--- src/rtl/rgb_proto_pkg.sv ---
// Shared definitions for the RGB frame consumer: command codes, the
// maximum payload length, FSM state encodings and the frame validation
// helpers used in the CHECK state.
package rgb_proto_pkg;

   localparam logic [7:0] CMD_SET = 8'h01;
   localparam logic [7:0] CMD_OFF = 8'h02;
   localparam logic [7:0] MAX_LEN = 8'd3;

   typedef enum logic [1:0] {
      ST_IDLE   = 2'd0,
      ST_CHECK  = 2'd1,
      ST_APPLY  = 2'd2,
      ST_REJECT = 2'd3
   } state_e;

   // XOR over the bytes actually carried by the frame; g and b only
   // contribute when the length says they are present.
   function automatic logic [7:0] frame_sum(
      input logic [7:0] cmd,
      input logic [7:0] len,
      input logic [7:0] r,
      input logic [7:0] g,
      input logic [7:0] b
   );
      logic [7:0] s;
      s = cmd ^ len ^ r;
      if (len >= 8'd2)    s = s ^ g;
      if (len == MAX_LEN) s = s ^ b;
      return s;
   endfunction

   function automatic logic frame_bad(
      input logic [7:0] cmd,
      input logic [7:0] len,
      input logic [7:0] r,
      input logic [7:0] g,
      input logic [7:0] b,
      input logic [7:0] chk
   );
      logic bad_len;
      logic bad_sum;
      logic bad_cmd;
      bad_len = (len == 8'd0) || (len > MAX_LEN);
      bad_sum = (frame_sum(cmd, len, r, g, b) != chk);
      bad_cmd = (cmd != CMD_SET) && (cmd != CMD_OFF);
      return bad_len || bad_sum || bad_cmd;
   endfunction

endpackage

--- src/rtl/rgb_pwm_channel.sv ---
// One PWM colour channel.
//   clk, reset : system clock, synchronous active-low reset
//   pend       : pending duty, copied into the live duty when load is high
//   load       : period-aligned load strobe (pwm_cnt wrapping 255->0)
//   cnt        : shared free-running PWM counter
//   en         : LED enable; gates the output immediately
//   pwm        : registered PWM output, polarity set by INVERT_OUT
module rgb_pwm_channel #(
   parameter bit INVERT_OUT = 1'b0
) (
   input  logic       clk,
   input  logic       reset,
   input  logic [7:0] pend,
   input  logic       load,
   input  logic [7:0] cnt,
   input  logic       en,
   output logic       pwm
);

   logic [7:0] duty_q, duty_d;
   logic       pwm_q, pwm_d;

   always_comb begin
      duty_d = load ? pend : duty_q;
      pwm_d  = (en && (cnt < duty_q)) ^ INVERT_OUT;
   end

   always_ff @(posedge clk) begin
      if (!reset) begin
         duty_q <= 8'd0;
         pwm_q  <= INVERT_OUT;
      end else begin
         duty_q <= duty_d;
         pwm_q  <= pwm_d;
      end
   end

   assign pwm = pwm_q;

endmodule

--- src/rtl/rgb_frame_pwm.sv ---
// Frame consumer and three-channel PWM driver for the RGB LED.
// Takes decoded frames from the serial receiver, validates length,
// command and XOR check byte, updates pending duties / LED enable and
// drives pwm_r/g/b. Rejected frames bump a saturating error counter.
//   clk, reset            : system clock, synchronous active-low reset
//   frame_valid           : one-cycle frame strobe, bytes valid that cycle
//   cmd_in .. check_in    : frame bytes
//   pwm_r, pwm_g, pwm_b   : PWM outputs
//   frame_ok, frame_err   : one-cycle accept / reject pulses
//   err_count             : rejected frames, saturating at 255
//   state                 : FSM state for debug
//
// state     | meaning
// ----------+--------------------------------------------------
// IDLE   0  | waiting for frame_valid; latches frame bytes
// CHECK  1  | validates length, command and check byte
// APPLY  2  | frame_ok pulse; updates pend_* / led_en
// REJECT 3  | frame_err pulse; bumps err_count
module rgb_frame_pwm
   import rgb_proto_pkg::*;
#(
   parameter int unsigned PRESCALE   = 4,
   parameter bit          INVERT_OUT = 1'b0
) (
   input  logic       clk,
   input  logic       reset,
   input  logic       frame_valid,
   input  logic [7:0] cmd_in,
   input  logic [7:0] length_in,
   input  logic [7:0] r_in,
   input  logic [7:0] g_in,
   input  logic [7:0] b_in,
   input  logic [7:0] check_in,
   output logic       pwm_r,
   output logic       pwm_g,
   output logic       pwm_b,
   output logic       frame_ok,
   output logic       frame_err,
   output logic [7:0] err_count,
   output logic [1:0] state
);

   localparam int unsigned   PW       = (PRESCALE > 1) ? $clog2(PRESCALE) : 1;
   localparam logic [PW-1:0] PRE_LAST = PW'(PRESCALE - 1);

   state_e     state_q, state_d;
   logic [7:0] cmd_q, cmd_d, len_q, len_d, chk_q, chk_d;
   logic [7:0] r_q, r_d, g_q, g_d, b_q, b_d;
   logic [7:0] pend_r_q, pend_r_d, pend_g_q, pend_g_d, pend_b_q, pend_b_d;
   logic       led_en_q, led_en_d;
   logic [7:0] err_count_q, err_count_d;
   logic [PW-1:0] pre_q, pre_d;
   logic [7:0] pwm_cnt_q, pwm_cnt_d;
   logic       tick;
   logic       wrap;
   logic       bad;

   assign bad = frame_bad(cmd_q, len_q, r_q, g_q, b_q, chk_q);

   // FSM: state register
   always_ff @(posedge clk) begin
      if (!reset) state_q <= ST_IDLE;
      else        state_q <= state_d;
   end

   // FSM: next state
   always_comb begin
      state_d = state_q;
      case (state_q)
         ST_IDLE:   if (frame_valid) state_d = ST_CHECK;
         ST_CHECK:  state_d = bad ? ST_REJECT : ST_APPLY;
         ST_APPLY:  state_d = ST_IDLE;
         ST_REJECT: state_d = ST_IDLE;
         default:   state_d = ST_IDLE;
      endcase
   end

   // FSM: outputs
   always_comb begin
      frame_ok  = (state_q == ST_APPLY);
      frame_err = (state_q == ST_REJECT);
   end

   assign state     = state_q;
   assign err_count = err_count_q;

   // Datapath: shadow bytes, pending duties, enable, error count, PWM timebase
   always_comb begin
      cmd_d       = cmd_q;
      len_d       = len_q;
      r_d         = r_q;
      g_d         = g_q;
      b_d         = b_q;
      chk_d       = chk_q;
      pend_r_d    = pend_r_q;
      pend_g_d    = pend_g_q;
      pend_b_d    = pend_b_q;
      led_en_d    = led_en_q;
      err_count_d = err_count_q;

      if ((state_q == ST_IDLE) && frame_valid) begin
         cmd_d = cmd_in;
         len_d = length_in;
         r_d   = r_in;
         g_d   = g_in;
         b_d   = b_in;
         chk_d = check_in;
      end

      if (state_q == ST_APPLY) begin
         if (cmd_q == CMD_SET) begin
            led_en_d = 1'b1;
            pend_r_d = r_q;
            if (len_q >= 8'd2)    pend_g_d = g_q;
            if (len_q == MAX_LEN) pend_b_d = b_q;
         end else if (cmd_q == CMD_OFF) begin
            led_en_d = 1'b0;
         end
      end

      if ((state_q == ST_REJECT) && (err_count_q != 8'hFF))
         err_count_d = err_count_q + 8'd1;
   end

   assign tick = (pre_q == PRE_LAST);
   assign wrap = tick && (pwm_cnt_q == 8'hFF);

   always_comb begin
      pre_d     = tick ? '0 : pre_q + PW'(1);
      pwm_cnt_d = tick ? pwm_cnt_q + 8'd1 : pwm_cnt_q;
   end

   always_ff @(posedge clk) begin
      if (!reset) begin
         cmd_q       <= 8'd0;
         len_q       <= 8'd0;
         r_q         <= 8'd0;
         g_q         <= 8'd0;
         b_q         <= 8'd0;
         chk_q       <= 8'd0;
         pend_r_q    <= 8'd0;
         pend_g_q    <= 8'd0;
         pend_b_q    <= 8'd0;
         led_en_q    <= 1'b0;
         err_count_q <= 8'd0;
         pre_q       <= '0;
         pwm_cnt_q   <= 8'd0;
      end else begin
         cmd_q       <= cmd_d;
         len_q       <= len_d;
         r_q         <= r_d;
         g_q         <= g_d;
         b_q         <= b_d;
         chk_q       <= chk_d;
         pend_r_q    <= pend_r_d;
         pend_g_q    <= pend_g_d;
         pend_b_q    <= pend_b_d;
         led_en_q    <= led_en_d;
         err_count_q <= err_count_d;
         pre_q       <= pre_d;
         pwm_cnt_q   <= pwm_cnt_d;
      end
   end

   // Channels see the registered pend_*, so an APPLY landing on the wrap
   // cycle loads the previous value and the new one waits a full period.
   rgb_pwm_channel #(.INVERT_OUT(INVERT_OUT)) u_ch_r (
      .clk(clk), .reset(reset), .pend(pend_r_q), .load(wrap),
      .cnt(pwm_cnt_q), .en(led_en_q), .pwm(pwm_r)
   );

   rgb_pwm_channel #(.INVERT_OUT(INVERT_OUT)) u_ch_g (
      .clk(clk), .reset(reset), .pend(pend_g_q), .load(wrap),
      .cnt(pwm_cnt_q), .en(led_en_q), .pwm(pwm_g)
   );

   rgb_pwm_channel #(.INVERT_OUT(INVERT_OUT)) u_ch_b (
      .clk(clk), .reset(reset), .pend(pend_b_q), .load(wrap),
      .cnt(pwm_cnt_q), .en(led_en_q), .pwm(pwm_b)
   );

endmodule
--- config.mk ---
export PLATFORM = sky130hd
export DESIGN_NAME = rgb_frame_pwm
export DESIGN_NICKNAME = d
export VERILOG_FILES = /design/src/rtl/rgb_proto_pkg.sv /design/src/rtl/rgb_pwm_channel.sv /design/src/rtl/rgb_frame_pwm.sv
export SDC_FILE = /design/constraint.sdc
export NUM_CORES = 1
export LEC_CHECK = 0
export CAP_MARGIN = 20
export CORE_ASPECT_RATIO = 1.4
export CORE_MARGIN = 2
export CORE_UTILIZATION = 60
export CTS_BUF_LIST = sky130_fd_sc_hd__clkbuf_16
export DETAILED_ROUTE_END_ITERATION = 10
export PLACE_DENSITY = 0.91
export SYNTH_ARGS = -nofsm -noshare
export SYNTH_HDL_FRONTEND = slang
export SYNTH_SLANG_ARGS = --single-unit
--- constraint.sdc ---
create_clock -name clk -period 6.4 [get_ports clk]
set_input_delay 1.28 -clock clk [delete_from_list [all_inputs] [get_ports clk]]
set_output_delay 1.28 -clock clk [all_outputs]
set_load 0.01 [all_outputs]
# Word level (Yosys, flattened, before mapping)
# Cells that the tools add are included.
[op_classes]
order_cmp = 5
eq_ne = 13
muxes = 7
bitwise = 5
n_reduce_logical = 19
addsub = 3
[ops]
columns = ["cell", "count"]
rows = [
  ["8-bit bitwise XOR", 4],
  ["8-bit < comparator", 3],
  ["8-bit by 1-bit adder with 8-bit output, second input constant", 2],
  ["8-bit by 2-bit equality test with 1-bit output, second input constant", 2],
  ["8-bit 2-to-1 mux", 2],
  ["8-bit by 1-bit equality test with 1-bit output, second input constant", 1],
  ["8-bit equality test, second input constant", 1],
  ["8-bit by 2-bit greater-or-equal comparator with 1-bit output, second input constant", 1],
  ["8-bit by 2-bit > comparator with 1-bit output, second input constant", 1],
  ["8-bit zero test", 1],
  ["8-bit by 1-bit != test with 1-bit output, second input constant", 1],
  ["8-bit by 2-bit != test with 1-bit output, second input constant", 1],
  ["8-bit != test", 1],
  ["8-bit != test, second input constant", 1],
  ["1-bit logical AND", 7],
  ["2-bit equality test, second input constant", 3],
  ["2-bit one-hot mux with 3 select lines", 1],
  ["3-bit AND reduction", 2],
  ["2-bit AND reduction", 2],
  ["2-bit OR reduction", 2],
  ["1-bit logical OR", 3],
  ["1-bit 2-to-1 mux", 3],
  ["2-bit by 1-bit adder with 2-bit output, second input constant", 1],
  ["2-bit by 1-bit equality test with 1-bit output, second input constant", 1],
  ["5 further kinds", 5],
]
[totals]
output_inout_bits = 15
register_bits = 120
elab_cells = 72
input_bits = 51

# Logic depth before layout (Yosys ltp)
[depth]
ltp_word = 11
mapped_depth = 9
ltp_nobuf = 8

# By module
# Synthesis repeated with hierarchy kept, for this count alone.
[hier_totals]
cells_unflattened = 629
area_unflattened_um2 = 5729.2
[modules_own_cells]
columns = ["module", "cells_each", "area_each_um2", "seq_area_each_um2", "n_inst"]
rows = [
  ["rgb_frame_pwm", 482, 4235.3, 1861.8, 1],
  ["rgb_pwm_channel", 49, 498.0, 180.2, 3],
]

# Least setup slack after synthesis
# OpenSTA, ideal clock, no wires.
[synth_path]
kind = "input -> register"
startpoint = "input port frame_valid"
endpoint = "register b_q[1]"
required_time_ns = 6.324
setup_ns = 0.076
arrival_time_ns = 2.161
path_slack_ns = 4.164
n_path_buf = 2
cell_stages = 5
path_cell_list = "and2_1 -> clkbuf_1 -> buf_1 -> nand2_1 -> a21boi_0"
[synth_via]
elab_chain_len = 1
[synth_rtl]
columns = ["item", "line", "rtl"]
rows = [
  ["start, declared", "rgb_frame_pwm.sv:27", "input logic frame_valid,"],
  ["1-bit logical AND", "rgb_frame_pwm.sv:101", "if ((state_q == ST_IDLE) && frame_valid) begin"],
  ["end signal, assigned", "rgb_frame_pwm.sv:139", "b_q <= 8'd0;"],
  ["end signal, assigned", "rgb_frame_pwm.sv:153", "b_q <= b_d;"],
  ["end, declared", "rgb_frame_pwm.sv:48", "logic [7:0] r_q, r_d, g_q, g_d, b_q, b_d;"],
]
# No other way between the ends.
# A chain may end at the register's enable or synchronous reset.

# Worst setup path in the final report
[layout_path]
startpoint = "register state_q[1], in the netlist state[1]"
endpoint = "output port frame_ok"
[layout_via]
elab_chain_len = 1
[layout_rtl]
columns = ["item", "line", "rtl"]
rows = [
  ["start, declared", "rgb_frame_pwm.sv:46", "state_e state_q, state_d;"],
  ["start signal, assigned", "rgb_frame_pwm.sv:63", "else state_q <= state_d;"],
  ["2-bit equality test", "rgb_frame_pwm.sv:80", "frame_ok = (state_q == ST_APPLY);"],
  ["end, declared", "rgb_frame_pwm.sv:37", "output logic frame_ok,"],
]
# No other way between the ends.

==> summary.md <==
| Metric | Value |
|---|---|
| Antenna Nets Post-Route | `0` |
| Setup crit start kind | `flip-flop` |
| CP Max Fanout | `5` |
| Largest area contributor in the netlist | `dfxtp_1` |
| PortBufs | `65` |
| Ys async rst share | `0` |
| Final setup TNS | `0 ps` |
| # resized after CTS | `0` |
| Maximum vdd drop | `0.2003 mV` |
| Post-synthesis cell type count | `46` |
| Nets | `780` |
| Clock power share | `0.471` |
| Die area | `a little over 10000 sq um` |
| Non-Filler Instances | `828` |
| Synth Register Bits | `120` |
| P_leak | `0.002686 uW` |
| Synthesized Nets | `around 730` |
| CTS tree | `done` |
| Final Cycle Share | `0.4689` |
| Drt wl/cell | `16.21 um` |
| Clock Latency Late Sink | `410 ps` |
| Die Ht | `119.4 um` |
| Fin crit period | `3001 ps` |
| Area Growth Syn to Fin | `21.69%` |
| Worst Path Required | `just over 5000 ps` |
| Syn avg cell area | `8.737 sq um` |
| Pre-CTS setup slack | `3272 ps` |
| Largest stage delay, worst path | `590 ps` |
| Most frequent cells in the layout | `nand2_1 (164), dfxtp_1 (120), a21boi_0 (75), clkdlybuf4s50_1 (64), xnor2_1 (34)` |
| Slew of the pin with the lowest slew margin | `938.9 ps` |
| Vias in the first global route | `4830` |
| Sequential share of power | `0.431` |
| Synthesized area | `5705 sq um` |
| Crit Path Class | `flip-flop to output pin` |
| Sw Ratio | `0.2337` |
| Switching power | `433.1 uW` |
| Type of the worst min-delay path | `flip-flop to flip-flop` |
| Final Wtd Congestion | `0.8430` |
| Fillers | `600` |
| FMAX | `333.3 MHz` |
| Synth Warn # | `0` |
| Clock sink count | `between 100 and 150` |
| Global-route wire length before repair | `22400 um` |
| Initial antenna violation count | `0` |
| Number of synthesized flops with an enable pin | `0` |
| TritonRoute pass-1 iters | `7` |
| Synth Instances | `653` |
| Final core utilization | `0.7422` |
| Die Width | `86.42 um` |
| Clock slew at reported path FFs | `approximately 50 ps` |
| Gr usage total | `0.2763` |
| Endpoint class of the critical path | `output pin` |
| Area of the multi-input gates | `between 3000 and 4000 sq um` |
| H-tree levels | `4` |
| Inserted Diodes | `0` |
| Grt ovf | `0` |
| WP data arrival | `1720 ps` |
| Vias per inst | `5.687` |
| Logic pwr share | `0.098` |
| Core area | `9354 sq um` |
| Share of Yosys cell area claimed by the top area cell type | `0.4211` |
| Via count | `between 4k and 5k` |
| DRC viols | `0` |
| Post-DP HPWL | `8936 um` |
| Layout cells sized above 1 | `0.06407` |
| Cell Count Post-Placement | `794` |
| Final Hold Vio Count | `0` |
| Worst rel slew slack | `0.3723` |
| Max-slew violation count | `0` |
| Int Pwr | `1420 uW` |
| Leading post-synthesis cells by cell area | `dfxtp_1 (42%), nand2_1 (11%), a21boi_0 (9.9%), ha_1 (5.3%), xnor2_1 (5.2%)` |
| PD cells | `267.0 nW/um^2` |
| Seq/Total Area, Yosys | `0.4211` |
| Most used flip-flop cell after synthesis | `dfxtp_1` |
| Setup-failing EPs final | `0` |
| Most common cell after layout, fill and taps aside | `nand2_1` |
| RSZ-0062 raised after global routing | `false` |
| Largest net degree at the start of global routing | `78` |
| Post-CTS setup buffers | `0` |
| Total Wirelength | `13420 um` |
| Sequential cell area | `2402 sq um` |
| Worst Path Buf+Inv | `1` |
| CTS hold repair buffers | `0` |
| CTS buffer count | `17` |
| IO Count | `66` |
| Slowest CP cell | `clkdlybuf4s50_1` |
| Cell chain of the critical path | `nor2b_1 -> clkdlybuf4s50_1` |
| Max-cap violation count | `0` |
| Clock Skews | `11.39 ps` |
| Starting density of the core | `0.6100` |
| CTS max path bufs | `2` |
| Status | `finished, final reports clean` |
| Post-route setup slack | `roughly 3400 ps` |
| Root buffer cell | `clkbuf_16` |
| Initial DRC Count | `302` |
| Top Family by Delay on Critical Path | `buffers and inverters` |
| Design Power | `approximately 1900 uW` |
| Row count | `42` |
[power by group through the flow]
| stage | combinational [uW] | sequential [uW] | clock, uW |
|---|---|---|---|
| after floorplan | 125 | 802 | 0 |
| after detailed placement | 177 | 813 | 0 |
| after CTS | 179 | 798 | 878 |
| after global routing | 196 | 801 | 921 |
| final | 182 | 799 | 873 |
| after global placement | 169 | 811 | 0 |
[final timing paths]
kind | start | endpoint | slack [ps] | cells past startpoint
min | pre_q[0] | pre_q[0] | 430 | 1
max | state[1] | frame_ok | 3400 | 2
min reg2reg | pre_q[0] | pre_q[0] | 430 | 1
max reg2reg | cmd_q[5] | pend_b_q[3] | 3810 | 7
[area by class of cell]
class	count	share of cell area
clock buffer	17	0.06127
clock inverter	15	0.01730
inverter	23	0.01243
multi-input combinational	473	0.4413
sequential	120	0.3460
tap	110	0.01982
timing repair buffer	70	0.1018
[per-layer routing]
layer	up-vias	track usage	part of all wire
li1	2281	-	-
met4	0	0.1484	0.036
met3	40	0.06791	0.049
met1	2219	0.3045	0.38
met5	-	0	0
met2	169	0.4779	0.53
[kinds of logic (layout without fill, tap and decap cells)]
| kind of cell | after synthesis | in the layout | synth area share |
|---|---|---|---|
| AO/OA/AOI/OAI | 119 | 119 | 0.1555 |
| XOR/XNOR | 45 | 45 | 0.06908 |
| adder cells (fa/ha/maj) | 24 | 24 | 0.05263 |
| buffers and inverters | 60 | 125 | 0.04276 |
| flip-flops | 120 | 120 | 0.4211 |
| multiplexers | 28 | 28 | 0.04956 |
| AND/OR/NAND/NOR | 257 | 257 | 0.2094 |
[per-stage QoR]
| step | cell area [sq um] | hold WS (ps) |
|---|---|---|
| global placement | 6359 | 410.8 |
| CTS | 6904 | 426.3 |
| detailed placement | 6359 | 415.8 |
| finish | 6943 | 428.1 |
| floorplan | 5705 | 403.3 |
| global route | 6943 | 443.4 |
[sequential cells by signal (all words and copies together) (netlist names), 2 cells and up]
name           flops
b_q                8
chk_q              8
cmd_q              8
err_count          8
g_q                8
len_q              8
pend_b_q           8
pend_g_q           8
pend_r_q           8
pwm_cnt_q          8
r_q                8
u_ch_b.duty_q      8
u_ch_g.duty_q      8
u_ch_r.duty_q      8
pre_q              2
state              2
[Yosys cell counts (3+ instances only)]
cell type,n
and3_1,6
a211oi_1,3
a31oi_1,3
nand4_1,6
nor2b_1,31
dfxtp_1,120
or2_2,4
a21o_1,12
a22oi_1,3
and2_1,14
nand3_1,4
clkbuf_1,32
ha_1,24
xnor2_1,34
a21oi_1,5
nor2_1,3
nor4_1,7
xor2_1,11
o21ai_0,8
nand2_1,164
nand2b_1,3
inv_1,23
nor3_1,5
a21boi_0,75
mux2i_1,26
Power figures use the tool's default switching activity.
